**src/rtl/router_sync_n_if.sv**
```systemverilog
// Bundle of handshake signals between the router FSM/register block side
// and the synchroniser. The master side drives the requests and FIFO status,
// the slave side (the synchroniser) drives the decoded enables and pulses.
interface router_sync_n_if #(
  parameter int NUM_CH = 3,
  parameter int ADDR_W = 2
);
  logic              detect_add;
  logic [ADDR_W-1:0] data_in;
  logic              write_enb_reg;
  logic [NUM_CH-1:0] read_enb;
  logic [NUM_CH-1:0] empty;
  logic [NUM_CH-1:0] full;
  logic [NUM_CH-1:0] write_enb;
  logic              fifo_full;
  logic [NUM_CH-1:0] vld_out;
  logic [NUM_CH-1:0] soft_reset;
  logic              addr_err;

  modport master (
    output detect_add, data_in, write_enb_reg, read_enb, empty, full,
    input  write_enb, fifo_full, vld_out, soft_reset, addr_err
  );

  modport slave (
    input  detect_add, data_in, write_enb_reg, read_enb, empty, full,
    output write_enb, fifo_full, vld_out, soft_reset, addr_err
  );
endinterface

```
**src/rtl/router_sync_n.sv**
```systemverilog
// Router synchroniser: latches the header destination address, decodes it
// into a one-hot FIFO write enable, returns the addressed FIFO's full flag,
// and flushes any channel whose valid data sits unread for TIMEOUT cycles.
// Addresses beyond the last channel are flagged so the packet is dropped.
module router_sync_n #(
  parameter int NUM_CH  = 3,
  parameter int ADDR_W  = 2,
  parameter int TIMEOUT = 30
) (
  input logic             clock,
  input logic             resetn,
  router_sync_n_if.slave  bus
);

  localparam int CNT_W = (TIMEOUT > 1) ? $clog2(TIMEOUT) : 1;
  localparam logic [CNT_W-1:0] CNT_LAST = CNT_W'(TIMEOUT - 1);

  logic [ADDR_W-1:0] addr_q;
  logic [CNT_W-1:0]  cnt [NUM_CH];
  logic [NUM_CH-1:0] soft_reset_q;
  logic [NUM_CH-1:0] write_enb_c;
  logic [NUM_CH-1:0] vld_c;
  logic              fifo_full_c;
  logic              addr_err_c;

  // Capture the destination address when the FSM strobes the header byte
  always_ff @(posedge clock or negedge resetn) begin
    if (!resetn) begin
      addr_q <= '0;
    end else if (bus.detect_add) begin
      addr_q <= bus.data_in;
    end
  end

  // Flag addresses that point past the last implemented channel
  always_comb begin
    addr_err_c = ({1'b0, addr_q} >= (ADDR_W + 1)'(NUM_CH));
  end

  // Decode the latched address; an out-of-range address matches no channel,
  // which keeps write enables low and reports "not full" so the packet drains
  always_comb begin
    write_enb_c = '0;
    fifo_full_c = 1'b0;
    for (int i = 0; i < NUM_CH; i++) begin
      if (addr_q == ADDR_W'(i)) begin
        write_enb_c[i] = bus.write_enb_reg;
        fifo_full_c    = bus.full[i];
      end
    end
  end

  // A channel holds valid data whenever its FIFO is not empty
  always_comb begin
    vld_c = ~bus.empty;
  end

  // Per-channel stall timers: count unread-valid cycles, pulse on expiry
  always_ff @(posedge clock or negedge resetn) begin
    if (!resetn) begin
      for (int i = 0; i < NUM_CH; i++) begin
        cnt[i] <= '0;
      end
      soft_reset_q <= '0;
    end else begin
      for (int i = 0; i < NUM_CH; i++) begin
        if (!vld_c[i] || bus.read_enb[i]) begin
          cnt[i]          <= '0;
          soft_reset_q[i] <= 1'b0;
        end else if (cnt[i] == CNT_LAST) begin
          cnt[i]          <= '0;
          soft_reset_q[i] <= 1'b1;
        end else begin
          cnt[i]          <= cnt[i] + 1'b1;
          soft_reset_q[i] <= 1'b0;
        end
      end
    end
  end

  assign bus.write_enb  = write_enb_c;
  assign bus.fifo_full  = fifo_full_c;
  assign bus.vld_out    = vld_c;
  assign bus.soft_reset = soft_reset_q;
  assign bus.addr_err   = addr_err_c;

endmodule
```
**src/flat_wrapper.sv**
```systemverilog
// flat-port wrapper written by rule: the top's interface ports become plain ports
module router_sync_n_flat 
#(
  parameter int NUM_CH  = 3,
  parameter int ADDR_W  = 2,
  parameter int TIMEOUT = 30
)
  (clock, resetn, bus_detect_add, bus_data_in, bus_write_enb_reg, bus_read_enb, bus_empty, bus_full, bus_write_enb, bus_fifo_full, bus_vld_out, bus_soft_reset, bus_addr_err);
  router_sync_n_if #(.NUM_CH(NUM_CH), .ADDR_W(ADDR_W)) bus_i ();
  input logic clock;
  input logic resetn;
  input wire logic [$bits(bus_i.detect_add)-1:0] bus_detect_add;
  input wire logic [$bits(bus_i.data_in)-1:0] bus_data_in;
  input wire logic [$bits(bus_i.write_enb_reg)-1:0] bus_write_enb_reg;
  input wire logic [$bits(bus_i.read_enb)-1:0] bus_read_enb;
  input wire logic [$bits(bus_i.empty)-1:0] bus_empty;
  input wire logic [$bits(bus_i.full)-1:0] bus_full;
  output wire logic [$bits(bus_i.write_enb)-1:0] bus_write_enb;
  output wire logic [$bits(bus_i.fifo_full)-1:0] bus_fifo_full;
  output wire logic [$bits(bus_i.vld_out)-1:0] bus_vld_out;
  output wire logic [$bits(bus_i.soft_reset)-1:0] bus_soft_reset;
  output wire logic [$bits(bus_i.addr_err)-1:0] bus_addr_err;
  assign bus_i.detect_add = bus_detect_add;
  assign bus_i.data_in = bus_data_in;
  assign bus_i.write_enb_reg = bus_write_enb_reg;
  assign bus_i.read_enb = bus_read_enb;
  assign bus_i.empty = bus_empty;
  assign bus_i.full = bus_full;
  assign bus_write_enb = bus_i.write_enb;
  assign bus_fifo_full = bus_i.fifo_full;
  assign bus_vld_out = bus_i.vld_out;
  assign bus_soft_reset = bus_i.soft_reset;
  assign bus_addr_err = bus_i.addr_err;
  router_sync_n #(.NUM_CH(NUM_CH), .ADDR_W(ADDR_W), .TIMEOUT(TIMEOUT)) u_core (.clock(clock), .resetn(resetn), .bus(bus_i));
endmodule
```
**config.mk**
```make
export PLATFORM = sky130hd
export DESIGN_NAME = router_sync_n_flat
export DESIGN_NICKNAME = d
export VERILOG_FILES = /design/src/rtl/router_sync_n_if.sv /design/src/rtl/router_sync_n.sv /design/src/flat_wrapper.sv
export SDC_FILE = /design/constraint.sdc
export NUM_CORES = 1
export LEC_CHECK = 0
export CAP_MARGIN = 10
export CORE_MARGIN = 5
export CORE_UTILIZATION = 30
export DETAILED_ROUTE_END_ITERATION = 7
export PLACE_DENSITY = 0.68
export SYNTH_ARGS = -nofsm -noshare
export SYNTH_HDL_FRONTEND = slang
export SYNTH_SLANG_ARGS = --single-unit
```
**constraint.sdc**
```tcl
create_clock -name clock -period 0.9 [get_ports clock]
set_input_delay 0.135 -clock clock [delete_from_list [all_inputs] [get_ports clock]]
set_output_delay 0.135 -clock clock [all_outputs]
set_load 0.03 [all_outputs]
```
==> impl_metrics.json, run 1 <==
{
  "path_class": "flop to output pin",
  "cp_data_arrival_time_ns": 1.22,
  "drc": 0,
  "hold_violations": 0,
  "max_freq_mhz": 738,
  "tightest_slew_ns": 0.185,
  "clk_pin_slew_ns": 0.12,
  "setup_viol": 26,
  "io_buffers": 25,
  "violations": "setup timing",
  "slowest_delay_ns": 0.46,
  "ys_warn_count": 0,
  "status": "finished, violations left",
  "grt_pass1_vias": 673,
  "antenna_found_initial": 0,
  "place_ws_ns": -0.225,
  "die_area_mm2": 0.00417,
  "final_cells": 148,
  "reg2regPathDepth": 5,
  "htree_levels": 1,
  "cpMaxStageDelayCell": "dfrtp_2",
  "vias": 676,
  "clock_skew_ns": 0.00613,
  "period_needed_ns": 1.35,
  "end_kind": "output pin",
  "slew_headroom": 0.873,
  "root_buffer": "clkbuf_4",
  "first_pass_iters": 3,
  "io_pins": 26,
  "synthCells": 84,
  "critPathRequiredTime_ns": 0.76,
  "crit_path_start_kind": "flop",
  "grtUsageTotal": 0.0878,
  "totalPowerFinal_mw": 1.70,
  "start_util": 0.319,
  "yosysUniqueCellTypes": 17,
  "drv_cap": 0,
  "nNetsFinal": 139,
  "fillCellCount": 259,
  "coreArea_mm2": 0.00281,
  "period_share": 1.51,
  "rr_startpoint": "u_core.cnt[6]",
  "grt_max_degree": 21,
  "rows": 19,
  "r2r-end": "u_core.cnt[7]",
  "dpl.cell_count": 142,
  "routed_via_density": 4.57,
  "cts_tree": "done",
  "ff2ff_setup_slack_ns": -0.17,
  "synth-edff-count": 0,
  "fin_setup_tns_ns": -4.52,
  "async_flop_share": 1.00,
  "power_density_mw_per_mm2": 1300,
  "ir_drop_v": 0.000456,
  "synth_nets": 105,
  "rsz0062_at_grt": "yes",
  "gp_congestion": 0.710,
  "hold_path.class": "input port to async pin",
  "die_w_um": 64.6,
  "grt_pass1_wl_um": 2920,
  "syn-cell-area_um2": 895,
  "ys.flop_type": "dfrtp_1",
  "routedWlPerCell_um": 11.6,
  "path_cells": "mux2i_1 > o21ai_2 > buf_6",
  "ys_top_cells_by_area": "dfrtp_1 56%, ha_1 8.4%, nor2_1 8.0%",
  "totalWireLength_um": 1710,
  "clock_path_buffers": 2,
  "ys_seq_area_frac": 0.559,
  "cts_buffers": 3,
  "drive_gt1_frac": 0.316,
  "cts.sinks": 20,
  "route.antenna.remaining_nets": 0,
  "drtIter0Drc": 4,
  "worst_slack_ns": -0.455,
  "grt-ovfl-total": 0,
  "n_antenna_cell": 0,
  "leakagePower_nw": 0.590,
  "area_delta_synth_final_pct": 46.4,
  "clkLatencyLatePin_ns": 0.30,
  "cp_max_fo": 7,
  "die_h_um": 64.6,
  "synth_top_area_cell": "dfrtp_1",
  "critical-path-top-delay-family": "flip-flops",
  "yosysTopAreaCellShare": 0.559,
  "ys_ff_latch": 20,
  "path_buf_inv": 1,
  "synth.avg_cell_area_um2": 10.7,
  "slew_violations": 0
}
## per-layer routing
layer / track usage / part of all wire / up-vias / wire length [um]
li1: - / - / 338 / -
met4: 0.0396 / 0.019 / 0 / 32
met2: 0.138 / 0.45 / 24 / 774
met3: 0.0276 / 0.069 / 5 / 118
met5: 0 / 0 / - / 0
met1: 0.111 / 0.46 / 309 / 787
## what timing repair did
item | in CTS | in global routing
hold endpoints to repair | 0 | 0
pin swaps | 9 | 5
setup endpoints to repair | 29 | 26
hold buffers | 0 | 0
buffers inserted | 0 | 2
gates resized for setup | 12 | 3
## cells in the mapped netlist (all sizes together), types with 2 or more instances
library cell / instances
dfrtp: 20
ha: 6
inv: 6
mux2: 2
nand2: 4
nand3: 6
nand4: 3
nor2: 19
nor3: 3
xnor2: 3
xor2: 6
## layout make-up
| type | instances | area, um2 | area share |
|---|---|---|---|
| Multi-Input combinational cell | 58 | 428 | 0.327 |
| Tap cell | 31 | 38.8 | 0.0296 |
| Timing Repair Buffer | 29 | 292 | 0.223 |
| Inverter | 6 | 22.5 | 0.0172 |
| Sequential cell | 20 | 503 | 0.384 |
| Clock buffer | 4 | 26.3 | 0.0201 |
## worst max path at each step
stage	endpoint	depth (start not counted)	slack [ns]	from
after global routing	bus_fifo_full	3	-0.52	u_core.addr_q[1]
final	bus_fifo_full	3	-0.45	u_core.addr_q[1]
after CTS	bus_fifo_full	3	-0.44	u_core.addr_q[1]
after floorplan	bus_fifo_full	2	-0.10	u_core.addr_q[1]
after global placement	bus_write_enb[0]	3	-0.21	bus_write_enb_reg
after detailed placement	bus_write_enb[0]	3	-0.23	bus_write_enb_reg
## state kept, by name, indices dropped and copies added, names as in the netlist
| name | count |
|---|---|
| u_core.cnt | 15 |
| u_core.bus.soft_reset | 3 |
| u_core.addr_q | 2 |
## where the power goes
| group | internal, mW | total [mW] | switching, mW | leakage (nW) |
|---|---|---|---|---|
| registers | 0.921 | 0.955 | 0.0338 | 0.270 |
| clock network | 0.173 | 0.448 | 0.276 | 0.0150 |
| logic | 0.152 | 0.294 | 0.142 | 0.305 |
| total | 1.25 | 1.70 | 0.451 | 0.590 |
## cells by family after synthesis
kind of cell,after synthesis,synth area share
and+or+nand+nor,39,0.201
DFF,20,0.559
xor gates and xnor gates,9,0.0881
buffers and inverters,6,0.0252
adders and majority gates,6,0.0839
muxes,3,0.0364
AOI/OAI and AO/OA,1,0.00559
## metrics by stage
step	utilization	hold slack, ns	area (um2)
finish	0.467	0.155	1310
global route	0.467	0.140	1310
CTS	0.457	0.142	1280
detailed placement	0.437	0.486	1220
global placement	0.437	0.475	1220
floorplan	-	-0.161	936
## cell usage in the layout (no fill, tap or decap), types with 5 or more instances in the layout
cell type,instances
nand3_1,5
buf_4,6
dfrtp_1,18
nor2_1,17
clkdlybuf4s50_1,11
buf_6,8
xor2_1,6
inv_1,6
Power figures use the tool's default switching activity.
==> run 2, diff against run 1 <==
--- a/config.mk
+++ b/config.mk
@@ -9,7 +9,8 @@
 export CORE_MARGIN = 5
 export CORE_UTILIZATION = 30
 export DETAILED_ROUTE_END_ITERATION = 7
-export PLACE_DENSITY = 0.68
+export PLACE_DENSITY = 0.66
+export SKIP_LAST_GASP = 1
 export SYNTH_ARGS = -nofsm -noshare
 export SYNTH_HDL_FRONTEND = slang
 export SYNTH_SLANG_ARGS = --single-unit
==> run 2 against run 1 <==
Effect of this change: the flow still finishes with violations (setup timing); design area is 3.1% higher; utilization increased by 1.4 points; fmax up 1.1%; via count is 3.7% higher; count of clock-buffer cells in the layout did not move; first-iteration DRC count rose by 75%; clock skew is 0.00061 ns higher; combinational power increased by 6.8%; routed wire length rose by 3.5%; sequential power about the same; setup slack better by 0.015 ns.
==> impl_metrics.json, run 2 (same netlist as run 1, synthesis figures left out) <==
{
  "ir_drop_v": 0.000665,
  "cts_tree": "done",
  "crit_start": "u_core.addr_q[1]",
  "period_needed_ns": 1.34,
  "tightest_slew_ns": 0.160,
  "cpMaxStageDelayCell": "dfrtp_2",
  "holdWs_ns": 0.156,
  "coreArea_mm2": 0.00281,
  "setup_viol": 26,
  "max_freq_mhz": 746,
  "cts_buffers": 3,
  "drive_gt1_frac": 0.398,
  "io_pins": 26,
  "hold_path.class": "input port to async pin",
  "routed_via_density": 4.70,
  "grt-ovfl-total": 0,
  "routedWlPerCell_um": 11.9,
  "rows": 19,
  "violations": "setup timing",
  "critPathRequiredTime_ns": 0.76,
  "slew_headroom": 0.890,
  "end_kind": "output pin",
  "final_cell_mix": "18 x dfrtp_1, 12 x nor2_1, 11 x clkdlybuf4s50_1",
  "root_buffer": "clkbuf_4",
  "path_class": "flop to output pin",
  "clock_skew_ns": 0.00674,
  "start_util": 0.319,
  "reg2regPathDepth": 5,
  "nNetsFinal": 140,
  "fin_util": 0.481,
  "slowest_delay_ns": 0.48,
  "vias": 701,
  "ff2ff_setup_slack_ns": -0.20,
  "antenna_found_initial": 0,
  "clkLatencyLatePin_ns": 0.30,
  "dpl.cell_count": 143,
  "place_ws_ns": -0.230,
  "postPlaceCellArea_mm2": 0.00123,
  "path_buf_inv": 1,
  "power_density_mw_per_mm2": 1270,
  "io_buffers": 25,
  "die_area_mm2": 0.00417,
  "gp_congestion": 0.778,
  "rr_startpoint": "u_core.cnt[11]",
  "largest_reg_flops": 15,
  "grt_pass1_vias": 712,
  "drc": 0,
  "hold_violations": 0,
  "grt_pass1_wl_um": 3060,
  "final_area_mm2": 0.00135,
  "status": "finished, violations left",
  "worst_slack_ns": -0.440,
  "path_cells": "mux2i_1 > o21ai_2 > buf_6",
  "die_w_um": 64.6,
  "worst-path-stages": 3,
  "final_cells": 149,
  "grtUsageTotal": 0.0911,
  "grt_max_degree": 21,
  "cp_max_fo": 7,
  "cts.sinks": 20,
  "slew_violations": 0,
  "cp-endpoint": "bus_fifo_full",
  "critical-path-top-delay-family": "flip-flops",
  "die_h_um": 64.6,
  "n_antenna_cell": 0,
  "drv_cap": 0,
  "cp_data_arrival_time_ns": 1.20,
  "top_register": "u_core.cnt",
  "totalWireLength_um": 1770,
  "area_delta_synth_final_pct": 50.9,
  "clk_pin_slew_ns": 0.11,
  "period_share": 1.49,
  "rsz0062_at_grt": "yes",
  "totalPowerFinal_mw": 1.71,
  "clock_path_buffers": 2,
  "first_pass_iters": 2,
  "final_common_cell": "dfrtp_1",
  "fin_setup_tns_ns": -4.82,
  "r2r-end": "u_core.cnt[12]",
  "dp_hpwl_um": 1330,
  "htree_levels": 1,
  "route.antenna.remaining_nets": 0,
  "crit_path_start_kind": "flop",
  "drtIter0Drc": 7,
  "leakagePower_nw": 0.596
}
[run 2: cell types whose count changed in the layout (fill, tap and decap cells not counted), sizes merged]
cell / before / now
buf: 15 / 16
[run 2: cell type report]
type                            instances  area (um2)
Timing Repair Buffer                   30         299
Fill cell                             250        1460
Clock buffer                            4        26.3
Tap cell                               31        38.8
Inverter                                6        22.5
Sequential cell                        20         503
Multi-Input combinational cell         58         460
[run 2: routing by layer]
| layer | up-vias | routed length (um) | share of wire | global-route usage |
|---|---|---|---|---|
| met5 | - | 0 | 0 | 0 |
| met4 | 0 | 0 | 0 | 0.0158 |
| met3 | 0 | 144 | 0.081 | 0.0380 |
| met2 | 24 | 927 | 0.52 | 0.165 |
| met1 | 339 | 701 | 0.40 | 0.101 |
| li1 | 338 | - | - | - |
[run 2: repair_timing]
item | CTS | global route
hold buffers | 0 | 0
resized for setup | 11 | 14
endpoints found under the setup margin | 29 | 26
buffers inserted | 1 | 1
pin swaps | 5 | 6
[run 2: worst min-delay path by stage]
stage | startpoint | endpoint | slack (ns) | cells past startpoint
after CTS | bus_empty[1] | u_core.bus.soft_reset[1] | 0.14 | 2
after global routing | resetn | u_core.cnt[4] | 0.14 | 2
after detailed placement | resetn | u_core.cnt[0] | 0.49 | 2
after global placement | u_core.cnt[10] | u_core.cnt[10] | 0.48 | 1
after floorplan | resetn | u_core.addr_q[0] | -0.16 | 0
final | resetn | u_core.cnt[2] | 0.16 | 2
[run 2: worst register-to-register path, cell delays in order, from the launching register on]
cell     delay [ns]
dfrtp_1        0.41
inv_1          0.06
ha_1           0.13
nand4_1        0.15
nand2_2        0.18
nor2_1         0.07
[run 2: power breakdown]
group	internal, mW	switching (mW)
Combinational	0.164	0.150
Sequential	0.921	0.0350
Clock	0.173	0.267
==> run 3, diff against run 2 <==
--- a/config.mk
+++ b/config.mk
@@ -10,6 +10,7 @@
 export CORE_UTILIZATION = 30
 export DETAILED_ROUTE_END_ITERATION = 7
 export PLACE_DENSITY = 0.66
+export SETUP_SLACK_MARGIN = 0.05
 export SKIP_LAST_GASP = 1
 export SYNTH_ARGS = -nofsm -noshare
 export SYNTH_HDL_FRONTEND = slang
==> run 3 against run 2 <==
Effect of this change: the run still ends with setup timing left; largest cell class unchanged; critical path type unchanged; highest routed layer unchanged; sequential cell count unchanged; sequential power is essentially flat; routed wire length increased by 0.79%; combinational power fell by 3%; total power increased by 3.1%.
==> impl_metrics.json, run 3 (same netlist as run 1, synthesis figures left out) <==
{
  "status": "finished, violations left",
  "violations": "setup timing",
  "critPathRequiredTime_ns": 0.76,
  "regArea_um2": 503,
  "cp_max_fo": 7,
  "fin_util": 0.476,
  "path_cells": "mux2i_1 > o21ai_2 > buf_6",
  "io_buffers": 25,
  "route.antenna.remaining_nets": 0,
  "setup_viol": 26,
  "critical-path-top-delay-family": "flip-flops",
  "path_class": "flop to output pin",
  "power_density_mw_per_mm2": 1320,
  "grt_pass1_wl_um": 3070,
  "drv_cap": 0,
  "cts_hold_buf": 0,
  "cts.sinks": 20,
  "worst_slack_ns": -0.441,
  "slew_violations": 0,
  "antenna_found_initial": 0,
  "final_cell_mix": "18 x dfrtp_1, 15 x nor2_1, 11 x clkdlybuf4s50_1",
  "first_pass_iters": 2,
  "slowest_delay_ns": 0.46,
  "start_util": 0.319,
  "clock_skew_ns": 0.0128,
  "grtUsageTotal": 0.0929,
  "gp_congestion": 0.780,
  "leakagePower_nw": 0.602,
  "cts_buffers": 3,
  "hold_violations": 0,
  "top_register": "u_core.cnt",
  "grt-ovfl-total": 0,
  "dp_hpwl_um": 1430,
  "die_w_um": 64.6,
  "n_antenna_cell": 0,
  "max_freq_mhz": 745,
  "ir_drop_v": 0.00109,
  "rsz0062_at_grt": "yes",
  "root_buffer": "clkbuf_4",
  "final_common_cell": "dfrtp_1",
  "holdWs_ns": 0.160,
  "hold_path.class": "input port to async pin",
  "vias": 705,
  "multi_input_area_um2": 435,
  "routed_via_density": 4.70,
  "die_h_um": 64.6,
  "path_buf_inv": 1,
  "coreArea_mm2": 0.00281,
  "cts_tree": "done",
  "largest_reg_flops": 15,
  "cp_data_arrival_time_ns": 1.21,
  "period_share": 1.49,
  "io_pins": 26,
  "tightest_slew_ns": 0.173,
  "grt_max_degree": 21,
  "drtIter0Drc": 6,
  "place_ws_ns": -0.224,
  "nNetsFinal": 141,
  "drive_gt1_frac": 0.353,
  "rows": 19,
  "crit_path_start_kind": "flop",
  "fillCellCount": 256,
  "end_kind": "output pin",
  "drc": 0,
  "htree_levels": 1,
  "slew_headroom": 0.881,
  "clk_pin_slew_ns": 0.11,
  "grt_pass1_vias": 749,
  "area_delta_synth_final_pct": 49.2,
  "die_area_mm2": 0.00417,
  "routedWlPerCell_um": 11.9,
  "fin_setup_tns_ns": -4.67,
  "period_needed_ns": 1.34,
  "totalWireLength_um": 1790,
  "clkLatencyLatePin_ns": 0.30,
  "clock_path_buffers": 2,
  "cpMaxStageDelayCell": "dfrtp_2"
}
==> run 3: cell types whose count changed in the layout (fill, tap and decap cells not counted), sizes merged <==
cell	previous run	this run
buf	16	17
==> run 3: layout make-up <==
cell class                 instances  area share
tap                               31      0.0291
inverter                           6      0.0169
sequential                        20       0.377
timing repair buffer              31       0.224
clock buffer                       4      0.0272
multi-input combinational         58       0.326
==> run 3: final timing paths <==
| path | from | end | slack [ns] | cells past startpoint |
|---|---|---|---|---|
| setup / recovery | u_core.addr_q[1] | bus_fifo_full | -0.44 | 3 |
| hold / removal | resetn | u_core.cnt[3] | 0.16 | 2 |
| setup reg to reg | u_core.cnt[11] | u_core.cnt[14] | -0.21 | 5 |
| hold reg to reg | u_core.cnt[9] | u_core.cnt[9] | 0.56 | 2 |
| max in group asynchronous | resetn | u_core.cnt[11] | 0.60 | 2 |
| min in group clock | bus_empty[2] | u_core.bus.soft_reset[2] | 0.17 | 2 |
==> run 3: what timing repair did <==
| action | in CTS | in global routing |
|---|---|---|
| buffers inserted | 1 | 2 |
| pin swaps | 4 | 6 |
| gates resized for setup | 10 | 5 |
| cloned | 0 | 0 |
| setup endpoints to repair | 31 | 28 |
==> run 3: per-layer routing <==
| metal | track usage | routed length (um) | up-vias | share of wire |
|---|---|---|---|---|
| met5 | 0 | 0 | - | 0 |
| met4 | 0.00792 | 0 | 0 | 0 |
| met3 | 0.0466 | 169 | 0 | 0.095 |
| met2 | 0.182 | 983 | 23 | 0.55 |
| met1 | 0.0901 | 635 | 337 | 0.36 |
| li1 | - | - | 345 | - |
==> run 3: per-stage QoR <==
step	power, mW	area [um2]	std cells
CTS	1.79	1310	148
finish	1.76	1340	150
floorplan	1.10	941	84
detailed placement	1.26	1240	143
global placement	1.25	1240	143
global route	1.87	1340	150
==> run 3: where the power goes <==
part / internal (mW) / leakage, nW / total, mW / switching, mW
logic: 0.158 / 0.311 / 0.306 / 0.147
registers: 0.921 / 0.270 / 0.956 / 0.0347
clock network: 0.246 / 0.0210 / 0.501 / 0.255
total: 1.33 / 0.602 / 1.76 / 0.437
